--- config.mk ---
export PLATFORM = sky130hd
export DESIGN_NAME = jtopl_wrseq
export DESIGN_NICKNAME = d
export VERILOG_FILES = /design/src/rtl/jtopl_wrseq.sv
export SDC_FILE = /design/constraint.sdc
export NUM_CORES = 1
export LEC_CHECK = 0
export ABC_AREA = 0
export BUFFER_PORTS_ARGS = -buffer_cell sky130_fd_sc_hd__clkbuf_2
export CORE_MARGIN = 2
export CORE_UTILIZATION = 56
export CTS_CLUSTER_DIAMETER = 80
export DETAILED_ROUTE_END_ITERATION = 8
export GPL_ROUTABILITY_DRIVEN = 0
export MAX_ROUTING_LAYER = met4
export PLACE_DENSITY_LB_ADDON = 0.25
export SYNTH_ARGS = -nofsm -noshare
export SYNTH_HDL_FRONTEND = slang
export SYNTH_SLANG_ARGS = --single-unit
--- constraint.sdc ---
create_clock -name clk -period 5.85 [get_ports clk]
set_clock_uncertainty 0.2 [all_clocks]
set_input_delay 1.17 -clock clk [delete_from_list [all_inputs] [get_ports clk]]
set_output_delay 1.17 -clock clk [all_outputs]
set_load 0.05 [all_outputs]
--- src/rtl/jtopl_wrseq.sv ---
// Host-side write sequencer for the OPL register port: queues (register, value)
// requests and emits address/data writes separated by cen-counted busy waits.
module jtopl_wrseq #(
  parameter int unsigned FIFO_AW   = 2,
  parameter int unsigned ADDR_WAIT = 12,
  parameter int unsigned DATA_WAIT = 84,
  parameter bit          SKIP_SAME = 1'b1
) (
  input  logic       clk,
  input  logic       rst,
  input  logic       cen,
  input  logic       req_valid,
  output logic       req_ready,
  input  logic [7:0] req_reg,
  input  logic [7:0] req_val,
  output logic       busy,
  output logic       opl_write,
  output logic       opl_addr,
  output logic [7:0] opl_din
);

  localparam int unsigned Depth = 1 << FIFO_AW;

  typedef enum logic [2:0] {StIdle, StAddr, StAwait, StData, StDwait} state_e;

  logic [15:0]        mem [Depth];
  logic [FIFO_AW-1:0] wr_ptr, rd_ptr;
  logic [FIFO_AW:0]   count;
  logic               full, empty, push, pop;
  logic [7:0]         head_reg, head_val;

  state_e     state;
  logic [7:0] cnt;
  logic [7:0] cur_reg, cur_val, last_reg;
  logic       last_valid;
  logic       skip;

  // count only reaches Depth when every slot is occupied
  assign full      = count[FIFO_AW];
  assign empty     = (count == '0);
  assign req_ready = ~full;
  assign push      = req_valid & ~full;
  assign pop       = (state == StIdle) & ~empty;
  assign head_reg  = mem[rd_ptr][15:8];
  assign head_val  = mem[rd_ptr][7:0];
  assign busy      = ~empty | (state != StIdle);
  assign skip      = SKIP_SAME && last_valid && (head_reg == last_reg);

  always_ff @(posedge clk) begin
    if (push) mem[wr_ptr] <= {req_reg, req_val};
  end

  always_ff @(posedge clk) begin
    if (rst) begin
      wr_ptr <= '0;
      rd_ptr <= '0;
      count  <= '0;
    end else begin
      if (push) wr_ptr <= wr_ptr + 1'b1;
      if (pop)  rd_ptr <= rd_ptr + 1'b1;
      case ({push, pop})
        2'b10:   count <= count + 1'b1;
        2'b01:   count <= count - 1'b1;
        default: ;
      endcase
    end
  end

  // Strobes are set on the edge entering StAddr/StData, so the wait count
  // is loaded on the following edge and cen in the strobe cycle is ignored.
  always_ff @(posedge clk) begin
    if (rst) begin
      state      <= StIdle;
      cnt        <= '0;
      cur_reg    <= '0;
      cur_val    <= '0;
      last_reg   <= '0;
      last_valid <= 1'b0;
      opl_write  <= 1'b0;
      opl_addr   <= 1'b0;
      opl_din    <= '0;
    end else begin
      opl_write <= 1'b0;
      case (state)
        StIdle: begin
          if (!empty) begin
            cur_reg   <= head_reg;
            cur_val   <= head_val;
            opl_write <= 1'b1;
            if (skip) begin
              state    <= StData;
              opl_addr <= 1'b1;
              opl_din  <= head_val;
            end else begin
              state    <= StAddr;
              opl_addr <= 1'b0;
              opl_din  <= head_reg;
            end
          end
        end
        StAddr: begin
          last_reg   <= cur_reg;
          last_valid <= 1'b1;
          cnt        <= 8'(ADDR_WAIT);
          state      <= StAwait;
        end
        StAwait: begin
          if (cnt == '0) begin
            state     <= StData;
            opl_write <= 1'b1;
            opl_addr  <= 1'b1;
            opl_din   <= cur_val;
          end else if (cen) begin
            cnt <= cnt - 8'd1;
          end
        end
        StData: begin
          cnt   <= 8'(DATA_WAIT);
          state <= StDwait;
        end
        StDwait: begin
          if (cnt == '0) state <= StIdle;
          else if (cen)  cnt   <= cnt - 8'd1;
        end
        default: state <= StIdle;
      endcase
    end
  end

endmodule

==> impl_metrics.csv <==
group,metric,value,unit
status,status,"finished, final reports clean",
synth,synth_top_family_by_area,"simple AND/OR/NAND/NOR gates",
synth,syn_inst,417,
cts,cts.sinks,119,
worst_setup_path,crit_top_cell,"inv_1",
layout,final_util,0.664,
global_routing,grt_pass1_vias,3309,
pwr,p_total,3.15,mW
synth,synth_compound_area_frac,0.0960,
hold_path,min_path_type,"reg2reg",
cts,clkTransAtPathRegs,0.06,ns
pwr,peakVddDrop,0.224,mV
synth,avgSynthCellArea,12.3,sq um
placement,hpwlAfterDp,6230,um
layout,top_register,"mem",
synth,synth.largest_area_cell,"edfxtp_1",
cts,cts_tree,"yes",
floorplanning,die_h,99.6,um
worst_setup_path,path_delay_family,"simple AND/OR/NAND/NOR gates",
worst_setup_path,cp_data_arrival_time,4.35,ns
synth,synth_seq_cells,119,
synth,ys_async_sr_fraction,0,
floorplanning,initial_core_util,0.582,
synth,yosys.cell_types.count,53,
sta,worst_slew_pin_slew,1.15,ns
sta,fmax,243,MHz
worst_setup_path,crit_path_max_fanout,26,
worst_setup_path,endpoint_kind,"flop",
synth,ys_top_cells_by_area,"edfxtp_1 38%, dfxtp_1 21%, mux4_2 5.3%",
sta,fin_hold_ws,0.253,ns
routing,via_per_inst,5.93,
global_routing,grt_start_max_net_pins,64,
routing,antenna_left,0,
global_routing,grtUsageTotal,0.228,
floorplanning,die_w,99.6,um
sta,slew_headroom,0.233,
sta,maxSlewViolCount,0,
cts,cts_setup_buffers,0,
synth,yosysWarnings,0,
cts,holdBufCountCts,0,
layout,drive_gt1_frac,0.197,
worst_setup_path,crit_path_cell_trace,"nor3_1 -> nand2_1 -> inv_1 -> ha_1 -> inv_1 -> fa_1 -> xor2_1 -> or3_1 -> a21oi_1",
cts,cts.repair.resized,0,
global_routing,grt_pass1_wl,16500,um
layout,design_area,5850,sq um
worst_setup_path,worst-r2r-cell-count,9,
placement,place_area,5320,sq um
routing,drc,0,
routing,vias,3349,
layout,largest_reg_flops,64,
synth,synth_ff_type,"edfxtp_1",
layout,area_growth,14.2,%
worst_setup_path,path_buf_inv,2,
layout,antenna_cells,0,
global_routing,grt_overflow,0,
sta,finalCriticalPeriod,4.11,ns
synth,synth_edf_count,64,
synth,synth-simple-area-share,0.137,
cts,clk_latency,0.51,ns
pwr,leakage,2.07,nW
synth,synth_area,5120,sq um
synth,synth-xor-area-share,0.0327,
synth,synth.most_common_cell,"edfxtp_1",
floorplanning,io_pins,32,
worst_setup_path,cpPeakStageDelay,0.77,ns
sta,finalCritPeriodShare,0.702,
synth,yosys-mux-area-fraction,0.0916,
cts,cts_made_buffers,17,
routing,drt-initial-drc-count,301,
worst_setup_path,cp.depth,9,
placement,placed_cells,533,
cts,h-tree-depth,4,
sta,hold_viol_final,0,
routing,post_drt_wl_per_cell,17.6,um
floorplanning,core-area,8810,sq um
layout,nNetsFinal,472,
synth,synth_common_cells,"64 x edfxtp_1, 55 x dfxtp_1, 44 x nand2_1",
synth,yosysSeqAreaShare,0.590,
hold_path,whs_path_depth,2,
placement,port_buffers,31,
worst_setup_path,slowest_stage,"inv_1",
layout,finalNonFillerCells,565,
sta,finalSetupViolations,0,
worst_setup_path,path_class,"reg2reg",
flow_run,max_cap_viol_count,0,
worst_setup_path,crit_path_start_kind,"flop",
routing,wirelength,9930,um
floorplanning,die_area,9930,sq um
cts,cts-root-buf,"clkbuf_8",
routing,firstDrtPassIters,5,
synth,synth_fp_nets,445,
synth,synth_fa_ha_area_frac,0.0210,
cts,cts_buffer_depth,2,
floorplanning,row_count,34,
sta,rsz0062_at_grt,"no",
synth,synth_top_area_share,0.375,
global_routing,grt_antenna_before_repair,0,
worst_setup_path,crit_required,6.09,ns
pwr,power.density,539,nW/um^2
placement,dp_slack,1.76,ns
sta,setup_slack,1.74,ns
sta,tns,0,ns
-- worst min-delay path, stage by stage, from the launching register on --
cell,delay [ns]
dfxtp_1,0.30
nand2_1,0.05
a21oi_1,0.05
-- layer usage --
| metal | GRT usage | vias to the layer above | share of wire |
|---|---|---|---|
| met5 | - | - | 0 |
| met4 | 0.0875 | 0 | 0.017 |
| met3 | 0.0583 | 20 | 0.050 |
| met2 | 0.365 | 108 | 0.50 |
| met1 | 0.279 | 1614 | 0.43 |
| li1 | - | 1607 | - |
-- final cells by class --
cell class              instances  area, sq um
flip-flops and latches        119         3020
clock inverters                15          120
repair buffers                 33          170
multi-input cells             260         1940
clock buffers                  17          414
fillers                       650         2960
well taps                     108          135
inverters                      13         48.8
-- where the power goes --
part           switching, mW  internal, mW  total (mW)  leakage [nW]
Combinational          0.678         0.367        1.04         0.774
Clock                  0.403         0.530       0.933         0.258
Sequential             0.115          1.06        1.17          1.04
-- cells by family (layout without fill, tap and decap cells) --
| family | after synthesis | count (layout) |
|---|---|---|
| flip-flops | 119 | 119 |
| XOR/XNOR | 14 | 14 |
| AND/OR/NAND/NOR | 137 | 137 |
| adder cells (fa/ha/maj) | 8 | 8 |
| AO/OA/AOI/OAI | 74 | 74 |
| multiplexers | 27 | 27 |
| buffers and inverters | 38 | 78 |
-- worst paths after layout --
kind / startpoint / endpoint / slack, ns
worst max register to register: state[0] / count[2] / 1.74
worst min register to register: cur_val[0] / cur_val[0] / 0.25
worst min-delay path: cur_val[0] / cur_val[0] / 0.25
worst max-delay path: state[0] / count[2] / 1.74
-- cells in the final DEF (no fill, tap or decap), types with 4 or more instances in the layout --
cell type,Yosys,layout
xor2_1,4,4
xnor2_2,6,6
nor2b_1,5,5
mux2i_1,12,12
nand2_1,44,44
ha_1,7,7
or3_1,6,6
edfxtp_1,64,64
nor2_1,30,30
a31oi_1,5,5
and2_1,5,5
inv_6,0,6
nand3_1,17,17
inv_1,13,13
dfxtp_1,55,55
clkbuf_2,0,31
xnor2_1,4,4
a21oi_1,34,34
mux4_2,12,12
o21ai_0,12,12
a221o_1,5,5
nor4b_1,8,8
clkbuf_16,0,16
(Power assumes the default switching activity.)
